**src/rtl/down_timer_pkg.sv**
```systemverilog
// Shared definitions for the down_timer block: state encoding and default width.
package down_timer_pkg;

    localparam int DEFAULT_N = 16;

    typedef enum logic [1:0] {
        ST_IDLE  = 2'd0,
        ST_RUN   = 2'd1,
        ST_PAUSE = 2'd2
    } state_t;

endpackage

```
**src/rtl/down_timer.sv**
```systemverilog
// Loadable down counter with start/stop/clear control, optional periodic reload
// and a one-cycle terminal-count pulse.
module down_timer
    import down_timer_pkg::*;
#(
    parameter int N = DEFAULT_N
) (
    input  logic         clk,
    input  logic         rst,
    input  logic [N-1:0] load_val,
    input  logic         start,
    input  logic         stop,
    input  logic         clear,
    input  logic         auto_reload,
    output logic [N-1:0] q,
    output logic         done,
    output logic         busy,
    output logic         paused
);

    state_t       state_reg, state_next;
    logic [N-1:0] q_reg, q_next;
    logic [N-1:0] reload_reg, reload_next;
    logic         done_reg, done_next;

    always_ff @(posedge clk or posedge rst) begin
        if (rst) begin
            state_reg  <= ST_IDLE;
            q_reg      <= '0;
            reload_reg <= '0;
            done_reg   <= 1'b0;
        end else begin
            state_reg  <= state_next;
            q_reg      <= q_next;
            reload_reg <= reload_next;
            done_reg   <= done_next;
        end
    end

    // Priority within a cycle is clear, then stop, then start.
    always_comb begin
        state_next  = state_reg;
        q_next      = q_reg;
        reload_next = reload_reg;
        done_next   = 1'b0;
        if (clear) begin
            state_next = ST_IDLE;
            q_next     = '0;
        end else begin
            case (state_reg)
                ST_IDLE: begin
                    if (!stop && start) begin
                        q_next      = load_val;
                        reload_next = load_val;
                        if (load_val == '0) begin
                            // Zero load terminates immediately without entering RUN.
                            done_next = 1'b1;
                        end else begin
                            state_next = ST_RUN;
                        end
                    end
                end
                ST_RUN: begin
                    if (stop) begin
                        state_next = ST_PAUSE;
                    end else if (q_reg > N'(1)) begin
                        q_next = q_reg - N'(1);
                    end else if (q_reg == N'(1)) begin
                        q_next    = '0;
                        done_next = 1'b1;
                    end else if (auto_reload) begin
                        q_next = reload_reg;
                    end else begin
                        state_next = ST_IDLE;
                    end
                end
                ST_PAUSE: begin
                    if (!stop && start) begin
                        state_next = ST_RUN;
                    end
                end
                default: begin
                    state_next = ST_IDLE;
                    q_next     = '0;
                end
            endcase
        end
    end

    always_comb begin
        busy   = (state_reg == ST_RUN) || (state_reg == ST_PAUSE);
        paused = (state_reg == ST_PAUSE);
    end

    assign q    = q_reg;
    assign done = done_reg;

endmodule

```
**config.mk**
```make
export PLATFORM = sky130hd
export DESIGN_NAME = down_timer
export DESIGN_NICKNAME = d
export VERILOG_FILES = /design/src/rtl/down_timer_pkg.sv /design/src/rtl/down_timer.sv
export SDC_FILE = /design/constraint.sdc
export NUM_CORES = 1
export LEC_CHECK = 0
export BUFFER_PORTS_ARGS = -buffer_cell sky130_fd_sc_hd__buf_2
export CAP_MARGIN = 20
export CORE_MARGIN = 5
export CORE_UTILIZATION = 33
export DETAILED_ROUTE_END_ITERATION = 10
export PLACE_DENSITY = 0.59
export SLEW_MARGIN = 10
export SYNTH_ARGS = -nofsm -noshare
export SYNTH_HDL_FRONTEND = slang
export SYNTH_SLANG_ARGS = --single-unit
```
**constraint.sdc**
```tcl
create_clock -name clk -period 4.73 [get_ports clk]
set_input_delay 0.2365 -clock clk [delete_from_list [all_inputs] [get_ports clk]]
set_output_delay 0.2365 -clock clk [all_outputs]
set_load 0.005 [all_outputs]
```
==> results of run 1 <==
logic make-up (layout without fill, tap and decap cells):
kind of cell             Yosys count  count (layout)  share of synthesized area
AO/OA/AOI/OAI                     72              72                     0.2337
XOR/XNOR                           4               4                    0.01518
flip-flops                        35              35                     0.3796
buffers and inverters             22              58                    0.04935
multiplexers                      16              16                    0.07809
AND/OR/NAND/NOR                   87              87                     0.2115
adder cells (fa/ha/maj)            6               6                    0.03254
final timing paths:
path | to | slack [ps] | cells past startpoint
max in group asynchronous | q[13]$_DFFE_PP0P_ | 4380 | 3
max reg2reg | q[12]$_DFFE_PP0P_ | 1880 | 6
min | q[2]$_DFFE_PP0P_ | 30 | 3
max | q[12]$_DFFE_PP0P_ | 1880 | 6
min reg2reg | reload_reg[14]$_DFFE_PP0P_ | 510 | 1
min in group clk | q[3]$_DFFE_PP0P_ | 190 | 3
layer usage:
metal	up-vias	GRT usage	routed length, um
met5	-	0	0
met4	0	0.03851	65
met3	5	0.04023	392
met2	73	0.2472	3091
met1	1047	0.2239	3146
li1	1000	-	-
per-stage QoR:
stage	power [mW]	setup WS (ps)	std cells
floorplan	1.251	2398	242
global placement	1.463	1941	366
global route	1.913	1641	374
finish	1.768	1878	374
detailed placement	1.475	1903	366
CTS	1.765	1885	374
power by group through the flow:
| stage | logic [mW] | registers, mW | clock network, mW |
|---|---|---|---|
| global route | 1.06 | 0.557 | 0.299 |
| CTS | 0.942 | 0.533 | 0.290 |
| finish | 0.946 | 0.537 | 0.284 |
| global placement | 0.927 | 0.536 | 0 |
| detailed placement | 0.937 | 0.538 | 0 |
| floorplan | 0.750 | 0.501 | 0 |
area by class of cell:
class                   count  area, sq um  share of cell area
repair buffers             42        215.2             0.08041
clock inverters             2        35.03             0.01309
clock buffers               6        82.58             0.03086
flip-flops and latches     35        875.8              0.3273
inverters                   8        30.03             0.01122
multi-input cells         185         1318              0.4923
well taps                  96        120.1             0.04488
worst min-delay path: cells and delay by family:
| family | cells | cell delay (ps) |
|---|---|---|
| buffers and inverters | 3 | 520 |
synth_stat cells (all sizes together), types with 6 or more instances:
cell    number
a21oi        8
o221ai       6
nor3         8
nand3        7
inv          8
clkbuf       9
ha           6
nor4        11
nor2        21
mux2        16
dfrtp       35
o211ai       6
o21ai       14
a22oi        7
nand2       15
==> tab_implementation.tex, run 1 <==
\begin{tabular}{lr}
\hline
Metric & Value \\
\hline
\multicolumn{2}{l}{\textbf{Run status}} \\
\quad Status & finished, final reports clean \\
\multicolumn{2}{l}{\textbf{Power}} \\
\quad Comb pwr share & 0.535 \\
\quad Worst supply voltage drop on vdd & 275.1 uV \\
\quad Switching power share of the total & 0.4626 \\
\quad Part of the total power dissipated in the clock network & 0.161 \\
\quad P\_leak & 1.162 nW \\
\quad Reg power frac & 0.304 \\
\quad Cell Pwr Density & 660.5 mW/mm\^{}2 \\
\quad Internal Dissipation & between 0.9 and 1 mW \\
\quad Switching power of the nets & roughly 0.82 mW \\
\multicolumn{2}{l}{\textbf{STA}} \\
\quad Setup Skew & $\sim$9.8 ps \\
\quad Fin. Hold Viols & 0 \\
\quad Hold\_ws & 29.94 ps \\
\quad FMAX & about 350 MHz \\
\quad Count of final max-slew check failures & 0 \\
\quad Clock period minus final worst setup slack & roughly 2900 ps \\
\quad Relative slew slack & 0.4904 \\
\quad Final period util & 0.6029 \\
\quad Total of endpoints with negative setup slack in the final report & 0 \\
\quad Worst Max-Slew Pin Slew & 757.4 ps \\
\quad Unrepaired setup endpoints after global routing & false \\
\quad Setup tns final & 0 ps \\
\multicolumn{2}{l}{\textbf{Yosys}} \\
\quad Number of storage elements in the synthesis netlist & 35 \\
\quad Synthesized area per cell & 9.534 sq um \\
\quad Leading area contributor after synthesis & sky130\_fd\_sc\_hd\_\_dfrtp\_1 \\
\quad Synth warnings & 0 \\
\quad Post-synthesis sequential area ratio & 0.3796 \\
\quad Number of instances in the synthesized netlist & around 240 \\
\quad Syn nets & 270 \\
\quad Count of flip-flops with a built-in enable after synthesis & 0 \\
\quad Number of different library cells in the post-synthesis netlist & 56 \\
\quad Largest cells by area after synthesis & sky130\_fd\_sc\_hd\_\_dfrtp\_1, sky130\_fd\_sc\_hd\_\_mux2\_2, sky130\_fd\_sc\_hd\_\_nor2\_1, sky130\_fd\_sc\_hd\_\_ha\_1, sky130\_fd\_sc\_hd\_\_nor4\_1 \\
\quad Area fraction of the dominant cell type after synthesis & 0.3796 \\
\quad Summed instance area of the synthesized netlist & roughly 0.0023 sq mm \\
\quad Fraction of registers with async set/reset & 1.000 \\
\quad Top\_reg\_cell synth & sky130\_fd\_sc\_hd\_\_dfrtp\_1 \\
\multicolumn{2}{l}{\textbf{Setup path}} \\
\quad Critical Path Start & q[0]\$\_DFFE\_PP0P\_ \\
\quad Reg2Reg Launch Point & q[0]\$\_DFFE\_PP0P\_ \\
\quad Worst path buffer plus inverter count & 1 \\
\quad Critical path cell sequence & inv\_1 > ha\_1 > or3b\_1 > nor4b\_1 > a21oi\_2 > a221o\_1 \\
\quad Critical path data arrival time & just over 3000 ps \\
\quad Largest fanout on the critical path & 16 \\
\quad Category of the most critical setup path & flip-flop to flip-flop \\
\quad Type of destination of the critical path & flip-flop \\
\quad Critical-path cell with the highest stage delay & sky130\_fd\_sc\_hd\_\_or3b\_1 \\
\quad Required arrival time at the worst endpoint & between 4000 and 5000 ps \\
\quad Category of cells accounting for the largest share of critical-path delay & simple AND/OR/NAND/NOR gates \\
\quad Startpoint class of the critical path & flip-flop \\
\quad Worst path max stage delay & roughly 630 ps \\
\multicolumn{2}{l}{\textbf{GRT}} \\
\quad Antenna violations before repair & 0 \\
\quad Via count of the first global-routing pass & slightly above 2000 \\
\quad Combined global-route utilization of all metal layers & 0.1600 \\
\quad Wire length of the first global-routing pass & between 10000 and 15000 um \\
\quad Largest net degree at the start of global routing & 36 \\
\quad Remaining global-route overflow & 0 \\
\multicolumn{2}{l}{\textbf{Route}} \\
\quad Routed Wire Length & about 6700 um \\
\quad Final routed wire length divided by cell count & approximately 18 um \\
\quad Number of iterations in the first detailed-routing pass & 4 \\
\quad Final routed DRC violation total & 0 \\
\quad Starting DRT DRC Count & approximately 160 \\
\quad Final ANT Viol Nets & 0 \\
\quad Vias per inst & approximately 5.7 \\
\quad Via count & about 2100 \\
\multicolumn{2}{l}{\textbf{Floorplanning}} \\
\quad Die Area & about 0.0088 sq mm \\
\quad Starting density of the core & 0.3396 \\
\quad \# rows & 30 \\
\quad Ports placed on the boundary & 41 \\
\quad Die X & around 94 um \\
\quad Die height & between 90 and 100 um \\
\quad Total core area & 0.006794 sq mm \\
\multicolumn{2}{l}{\textbf{Placed design}} \\
\quad Number of buffer cells added on primary ports & 40 \\
\quad Cell area after placement & $\sim$0.0026 sq mm \\
\quad Routability Congestion & 0.9209 \\
\quad Detailed placer's ending HPWL & between 4000 and 5000 um \\
\multicolumn{2}{l}{\textbf{CTS}} \\
\quad Clk\_lat worst skew & about 300 ps \\
\quad Depth of the CTS H-tree & 2 \\
\quad Hold buffer count at cts & 0 \\
\quad CTS tree & built \\
\quad Clk buf depth & 2 \\
\quad Root Driver & sky130\_fd\_sc\_hd\_\_clkbuf\_8 \\
\quad PostCTS Resize Cnt & 0 \\
\quad Number of buffers created by CTS & 5 \\
\quad Clk slew on worst S/H paths & around 80 ps \\
\quad Buffers inserted during post-CTS setup optimization & 0 \\
\quad Clock sink count & 35 \\
\multicolumn{2}{l}{\textbf{Finish}} \\
\quad Final cell utilization of the core & 0.3939 \\
\quad Ant. Diodes & 0 \\
\quad Share of layout cells above drive strength 1 & 0.2770 \\
\quad Commonest cells after routing, fill and taps aside & sky130\_fd\_sc\_hd\_\_buf\_2, sky130\_fd\_sc\_hd\_\_dfrtp\_1, sky130\_fd\_sc\_hd\_\_nor2\_1, sky130\_fd\_sc\_hd\_\_nand2\_1, sky130\_fd\_sc\_hd\_\_mux2\_2 \\
\quad Most common cell after layout, fill and taps aside & sky130\_fd\_sc\_hd\_\_buf\_2 \\
\quad Area growth from synthesis to final layout & 16.00\% \\
\quad Filler cell count in the final layout & between 700 and 800 \\
\quad Net count of the finished layout & 305 \\
\quad Post-route cell area & $\sim$0.0027 sq mm \\
\multicolumn{2}{l}{\textbf{Run}} \\
\quad MaxCap Viol Count & 0 \\
\multicolumn{2}{l}{\textbf{Min path}} \\
\quad Classification of the worst-slack hold path & input pin to asynchronous set/reset pin \\
\hline
\end{tabular}
No activity file was read; power rests on OpenSTA's default activity.
==> run 2: changes to the inputs <==
--- a/config.mk
+++ b/config.mk
@@ -10,7 +10,7 @@
 export CORE_MARGIN = 5
 export CORE_UTILIZATION = 33
 export DETAILED_ROUTE_END_ITERATION = 10
-export PLACE_DENSITY = 0.59
+export PLACE_DENSITY = 0.61
 export SLEW_MARGIN = 10
 export SYNTH_ARGS = -nofsm -noshare
 export SYNTH_HDL_FRONTEND = slang
==> constraint.sdc (replaced) <==
create_clock -name clk -period 2.3 [get_ports clk]
set_input_delay 0.115 -clock clk [delete_from_list [all_inputs] [get_ports clk]]
set_output_delay 0.115 -clock clk [all_outputs]
set_load 0.005 [all_outputs]
==> tab_implementation.tex, run 2 (same netlist as run 1, synthesis figures left out) <==
\begin{tabular}{lr}
\hline
Metric & Value \\
\hline
\multicolumn{2}{l}{\textbf{Run status}} \\
\quad Status & finished, final reports clean \\
\multicolumn{2}{l}{\textbf{Setup path}} \\
\quad Startpoint class of the critical path & flip-flop \\
\quad Category of the most critical setup path & flip-flop to flip-flop \\
\quad Required arrival time at the worst endpoint & 2490 ps \\
\quad Critical Path Start & state\_reg[0]\$\_DFFE\_PP0P\_ \\
\quad Critical path data arrival time & 2360 ps \\
\quad Largest fanout on the critical path & 4 \\
\quad R2R cell count & 9 \\
\quad Reg-to-reg endpoint & state\_reg[0]\$\_DFFE\_PP0P\_ \\
\quad Worst reg2reg setup slack & roughly 130 ps \\
\quad Reg2Reg Launch Point & state\_reg[0]\$\_DFFE\_PP0P\_ \\
\quad Type of destination of the critical path & flip-flop \\
\multicolumn{2}{l}{\textbf{Finish}} \\
\quad Ant. Diodes & 0 \\
\quad Most common cell after layout, fill and taps aside & sky130\_fd\_sc\_hd\_\_buf\_2 \\
\quad Area growth from synthesis to final layout & 30.97\% \\
\quad Net count of the finished layout & about 340 \\
\quad Share of layout cells above drive strength 1 & 0.3937 \\
\quad Combined flip-flop and latch cell area & roughly 880 sq um \\
\quad Filler cell count in the final layout & 661 \\
\quad Commonest cells after routing, fill and taps aside & sky130\_fd\_sc\_hd\_\_buf\_2, sky130\_fd\_sc\_hd\_\_buf\_4, sky130\_fd\_sc\_hd\_\_dfrtp\_1, sky130\_fd\_sc\_hd\_\_nor2\_1 \\
\quad Total area of multi-input combinational cells & 0.001379 sq mm \\
\quad Final cell utilization of the core & 0.4448 \\
\multicolumn{2}{l}{\textbf{STA}} \\
\quad Setup Skew & between 4 and 5 ps \\
\quad Worst Max-Slew Pin Slew & 596.3 ps \\
\quad Unrepaired setup endpoints after global routing & false \\
\quad FMAX & approximately 460 MHz \\
\quad Relative slew slack & 0.6001 \\
\quad Total of endpoints with negative setup slack in the final report & 0 \\
\quad Clock period minus final worst setup slack & 2175 ps \\
\quad Count of final max-slew check failures & 0 \\
\quad Final period util & 0.9457 \\
\quad Fin. Hold Viols & 0 \\
\multicolumn{2}{l}{\textbf{GRT}} \\
\quad Remaining global-route overflow & 0 \\
\quad Wire length of the first global-routing pass & about 11000 um \\
\quad Largest net degree at the start of global routing & 36 \\
\quad Antenna violations before repair & 0 \\
\quad Combined global-route utilization of all metal layers & 0.1626 \\
\quad Via count of the first global-routing pass & 2138 \\
\multicolumn{2}{l}{\textbf{Floorplanning}} \\
\quad \# rows & 30 \\
\quad Die height & $\sim$94 um \\
\quad Ports placed on the boundary & a little over 40 \\
\quad Total core area & just under 0.007 sq mm \\
\quad Die X & 93.62 um \\
\quad Starting density of the core & 0.3396 \\
\quad Die Area & 0.008764 sq mm \\
\multicolumn{2}{l}{\textbf{Min path}} \\
\quad WHS Endpoint & q[3]\$\_DFFE\_PP0P\_ \\
\quad Classification of the worst-slack hold path & input pin to flip-flop \\
\quad Cell count of the worst hold path & 3 \\
\quad Worst hold path startpoint & load\_val[3] \\
\multicolumn{2}{l}{\textbf{Power}} \\
\quad P\_leak & 1.364 nW \\
\quad Switching power of the nets & 1.832 mW \\
\quad Overall power consumption & about 4.2 mW \\
\quad Part of the total power dissipated in the clock network & 0.139 \\
\quad Internal Dissipation & 2.391 mW \\
\quad Worst supply voltage drop on vdd & approximately 660 uV \\
\quad Cell Pwr Density & approximately 1400 mW/mm\^{}2 \\
\quad Switching power share of the total & 0.4338 \\
\quad Comb pwr share & 0.622 \\
\quad Reg power frac & 0.238 \\
\multicolumn{2}{l}{\textbf{Placed design}} \\
\quad Routability Congestion & $\sim$0.9 \\
\quad Number of buffer cells added on primary ports & 40 \\
\quad Detailed placer's ending HPWL & 5122 um \\
\multicolumn{2}{l}{\textbf{CTS}} \\
\quad Clock sink count & 35 \\
\quad Number of buffers created by CTS & 5 \\
\quad CTS tree & built \\
\quad Clk slew on worst S/H paths & around 70 ps \\
\quad Depth of the CTS H-tree & 2 \\
\quad Clk buf depth & 2 \\
\quad Clk\_lat worst skew & 300 ps \\
\quad Root Driver & sky130\_fd\_sc\_hd\_\_clkbuf\_8 \\
\multicolumn{2}{l}{\textbf{Route}} \\
\quad Final ANT Viol Nets & 0 \\
\quad Via count & between 2000 and 2500 \\
\quad Number of iterations in the first detailed-routing pass & 4 \\
\quad Final routed DRC violation total & 0 \\
\quad Routed Wire Length & $\sim$7000 um \\
\quad Vias per inst & $\sim$5.5 \\
\quad Starting DRT DRC Count & roughly 180 \\
\quad Final routed wire length divided by cell count & 16.88 um \\
\multicolumn{2}{l}{\textbf{Run}} \\
\quad MaxCap Viol Count & 0 \\
\hline
\end{tabular}
==> run 2: cell count changes in the layout (fill, tap and decap cells not counted), sizes merged <==
| cell | previous run | this run |
|---|---|---|
| dlygate4sd3 | 0 | 1 |
| buf | 42 | 78 |
==> run 2: worst max-delay path, cell delays in order (launching register included) <==
cell                      delay [ps]
sky130_fd_sc_hd__dfrtp_1         430
sky130_fd_sc_hd__inv_2           110
sky130_fd_sc_hd__ha_4            180
sky130_fd_sc_hd__nor4b_4         220
sky130_fd_sc_hd__buf_4           150
sky130_fd_sc_hd__nand4_1         120
sky130_fd_sc_hd__nor4_2          310
sky130_fd_sc_hd__buf_4           190
sky130_fd_sc_hd__nor3_2           50
sky130_fd_sc_hd__mux2_1          300
==> run 2: layout make-up <==
class                   instances  area share
clock buffers                   6     0.02733
flip-flops and latches         35      0.2899
multi-input cells             185      0.4563
repair buffers                 79      0.1652
clock inverters                 2     0.01159
well taps                      96     0.03975
inverters                       8    0.009938
==> run 2: power by group through the flow <==
stage | registers [mW] | clock network [mW] | logic (mW)
2_1_floorplan | 1.03 | 0 | 1.55
3_3_place_gp | 1.01 | 0 | 2.41
3_5_place_dp | 1.01 | 0 | 2.43
4_1_cts | 1.00 | 0.608 | 2.50
5_1_grt | 1.04 | 0.617 | 2.89
6_report | 1.01 | 0.589 | 2.63
==> run 2: layer usage <==
metal,global-route usage,vias up,wire length [um]
met1,0.2248,1086,3156
li1,-,1077,-
met3,0.04586,8,518
met5,0,-,0
met2,0.2496,72,3169
met4,0.04212,0,91
==> run 2: what timing repair did <==
action / CTS / global route
setup buffers: 3 / 1
resized for setup: 3 / 11
hold endpoints to repair: 35 / 0
setup endpoints to repair: 7 / 7
pin swaps: 1 / 2
hold buffers: 1 / 0
==> run 2: worst max-delay path by stage <==
stage,end,slack [ps],cells past startpoint
5_1_grt,state_reg[0]$_DFFE_PP0P_,4,9
6_report,state_reg[0]$_DFFE_PP0P_,130,9
4_1_cts,q[4]$_DFFE_PP0P_,40,8
3_3_place_gp,state_reg[0]$_DFFE_PP0P_,-160,9
3_5_place_dp,state_reg[0]$_DFFE_PP0P_,-110,9
2_1_floorplan,reload_reg[0]$_DFFE_PP0P_,70,7
==> run 2: per-stage QoR <==
step,instances,cell area (sq um),setup slack (ps),setup TNS [ps],hold WS [ps]
floorplan,242,2313,65.96,0,181.8
global placement,398,2805,-162.3,-290.2,241.8
detailed placement,398,2805,-111.3,-242.4,245.2
CTS,410,2973,40.92,0,44.65
global route,411,3022,4.328,0,73.02
finish,411,3022,125.0,0,49.32
==> run 3: changes to the inputs <==
==> constraint.sdc (replaced) <==
create_clock -name clk -period 2.3 [get_ports clk]
set_input_delay 0.23 -clock clk [delete_from_list [all_inputs] [get_ports clk]]
set_output_delay 0.23 -clock clk [all_outputs]
set_load 0.005 [all_outputs]
==> tab_implementation.tex, run 3 (same netlist as run 1, synthesis figures left out) <==
\begin{tabular}{lr}
\hline
Metric & Value \\
\hline
\multicolumn{2}{l}{\textbf{GRT}} \\
\quad Via count of the first global-routing pass & 2132 \\
\quad Wire length of the first global-routing pass & 11180 um \\
\quad Remaining global-route overflow & 0 \\
\quad Antenna violations before repair & 0 \\
\quad Combined global-route utilization of all metal layers & 0.1625 \\
\quad Largest net degree at the start of global routing & 36 \\
\multicolumn{2}{l}{\textbf{Setup path}} \\
\quad Critical Path Start & state\_reg[0]\$\_DFFE\_PP0P\_ \\
\quad Type of destination of the critical path & flip-flop \\
\quad Largest fanout on the critical path & 4 \\
\quad Startpoint class of the critical path & flip-flop \\
\quad Reg2Reg Launch Point & state\_reg[0]\$\_DFFE\_PP0P\_ \\
\quad Category of the most critical setup path & flip-flop to flip-flop \\
\quad R2R cell count & 9 \\
\quad Worst reg2reg setup slack & approximately 120 ps \\
\quad Required arrival time at the worst endpoint & 2490 ps \\
\quad Critical path data arrival time & 2370 ps \\
\multicolumn{2}{l}{\textbf{Floorplanning}} \\
\quad Die X & roughly 94 um \\
\quad Starting density of the core & 0.3396 \\
\quad Die height & about 94 um \\
\quad Ports placed on the boundary & 41 \\
\quad Die Area & just under 0.009 sq mm \\
\quad Total core area & a little under 0.007 sq mm \\
\quad \# rows & 30 \\
\multicolumn{2}{l}{\textbf{STA}} \\
\quad Relative slew slack & 0.6017 \\
\quad Fin. Hold Viols & 0 \\
\quad Worst Max-Slew Pin Slew & between 500 and 600 ps \\
\quad Total of endpoints with negative setup slack in the final report & 0 \\
\quad FMAX & 458.2 MHz \\
\quad Final period util & 0.9489 \\
\quad Setup tns final & 0 ps \\
\quad Setup Skew & between 4 and 5 ps \\
\quad Unrepaired setup endpoints after global routing & false \\
\quad Clock period minus final worst setup slack & approximately 2200 ps \\
\quad Count of final max-slew check failures & 0 \\
\multicolumn{2}{l}{\textbf{Finish}} \\
\quad Ant. Diodes & 0 \\
\quad Final cell utilization of the core & 0.4433 \\
\quad Filler cell count in the final layout & approximately 660 \\
\quad Total area of multi-input combinational cells & $\sim$0.0014 sq mm \\
\quad Post-route cell area & 0.003012 sq mm \\
\quad Commonest cells after routing, fill and taps aside & sky130\_fd\_sc\_hd\_\_buf\_2, sky130\_fd\_sc\_hd\_\_buf\_4, sky130\_fd\_sc\_hd\_\_dfrtp\_1, sky130\_fd\_sc\_hd\_\_nor2\_1 \\
\quad Combined flip-flop and latch cell area & just under 900 sq um \\
\quad Most common cell after layout, fill and taps aside & sky130\_fd\_sc\_hd\_\_buf\_2 \\
\quad Net count of the finished layout & approximately 340 \\
\quad Share of layout cells above drive strength 1 & 0.3949 \\
\quad Area growth from synthesis to final layout & 30.53\% \\
\multicolumn{2}{l}{\textbf{CTS}} \\
\quad Number of buffers created by CTS & 5 \\
\quad Clk buf depth & 2 \\
\quad CTS tree & built \\
\quad Clk\_lat worst skew & $\sim$300 ps \\
\quad Clock sink count & 35 \\
\quad Depth of the CTS H-tree & 2 \\
\quad Clk slew on worst S/H paths & $\sim$70 ps \\
\quad Root Driver & sky130\_fd\_sc\_hd\_\_clkbuf\_8 \\
\quad Hold buffer count at cts & 0 \\
\multicolumn{2}{l}{\textbf{Placed design}} \\
\quad Detailed placer's ending HPWL & between 5000 and 6000 um \\
\quad Routability Congestion & 0.8843 \\
\quad Cell area after placement & approximately 0.0028 sq mm \\
\quad Number of buffer cells added on primary ports & 40 \\
\multicolumn{2}{l}{\textbf{Route}} \\
\quad Routed Wire Length & 6941 um \\
\quad Number of iterations in the first detailed-routing pass & 4 \\
\quad Final routed wire length divided by cell count & roughly 17 um \\
\quad Final routed DRC violation total & 0 \\
\quad Vias per inst & about 5.5 \\
\quad Starting DRT DRC Count & between 200 and 250 \\
\quad Final ANT Viol Nets & 0 \\
\quad Via count & 2238 \\
\multicolumn{2}{l}{\textbf{Power}} \\
\quad P\_leak & between 1 and 1.5 nW \\
\quad Worst supply voltage drop on vdd & 655.9 uV \\
\quad Cell Pwr Density & about 1400 mW/mm\^{}2 \\
\multicolumn{2}{l}{\textbf{Run status}} \\
\quad Status & finished, final reports clean \\
\multicolumn{2}{l}{\textbf{Run}} \\
\quad MaxCap Viol Count & 0 \\
\multicolumn{2}{l}{\textbf{Min path}} \\
\quad Classification of the worst-slack hold path & input pin to asynchronous set/reset pin \\
\hline
\end{tabular}
run 3: cell count changes in the layout (fill, tap and decap cells not counted):
cell / change
sky130_fd_sc_hd__dlygate4sd3_1: -1
run 3: metal layers:
metal,GRT usage,wire [um]
met1,0.2253,3170
met2,0.2484,3179
met3,0.04586,489
met4,0.04212,101
met5,0,0
run 3: critical path: stages (launching register included):
cell	delay [ps]
sky130_fd_sc_hd__dfrtp_1	430
sky130_fd_sc_hd__inv_2	120
sky130_fd_sc_hd__ha_4	180
sky130_fd_sc_hd__nor4b_4	220
sky130_fd_sc_hd__buf_4	150
sky130_fd_sc_hd__nand4_1	120
sky130_fd_sc_hd__nor4_2	300
sky130_fd_sc_hd__buf_4	190
sky130_fd_sc_hd__nor3_2	50
sky130_fd_sc_hd__mux2_1	300
run 3: layout make-up:
class | instances | area share
repair buffers | 78 | 0.1624
clock buffers | 6 | 0.02742
flip-flops and latches | 35 | 0.2908
well taps | 96 | 0.03988
clock inverters | 2 | 0.01163
multi-input cells | 185 | 0.4578
inverters | 8 | 0.009971
run 3: final timing paths:
path,to
hold / removal,reload_reg[2]$_DFFE_PP0P_
hold reg to reg,reload_reg[14]$_DFFE_PP0P_
setup / recovery,state_reg[0]$_DFFE_PP0P_
min in group clk,q[3]$_DFFE_PP0P_
setup reg to reg,state_reg[0]$_DFFE_PP0P_
max in group asynchronous,reload_reg[14]$_DFFE_PP0P_
run 3: timing repair:
| action | CTS | global route |
|---|---|---|
| pin swaps | 1 | 2 |
| endpoints found under the hold margin | 0 | 0 |
| buffers inserted | 3 | 1 |
| resized for setup | 3 | 11 |
| setup endpoints to repair | 7 | 7 |
run 3: metrics by stage:
step                setup WS, ps  power, mW  hold slack (ps)  cells
finish                     117.6      4.221            18.07    410
global route               4.328      4.542            79.04    410
CTS                        40.92      4.113            29.61    409
detailed placement        -111.3      3.442            360.2    398
global placement          -162.3      3.420            356.8    398
floorplan                  65.96      2.579            296.8    242
run 3: report_power, final:
part | internal (mW) | total (mW) | switching, mW | leakage, nW
Clock | 0.351 | 0.588 | 0.238 | 0.0612
Combinational | 1.19 | 2.63 | 1.44 | 0.853
Sequential | 0.849 | 1.01 | 0.156 | 0.445
Total | 2.39 | 4.22 | 1.83 | 1.36
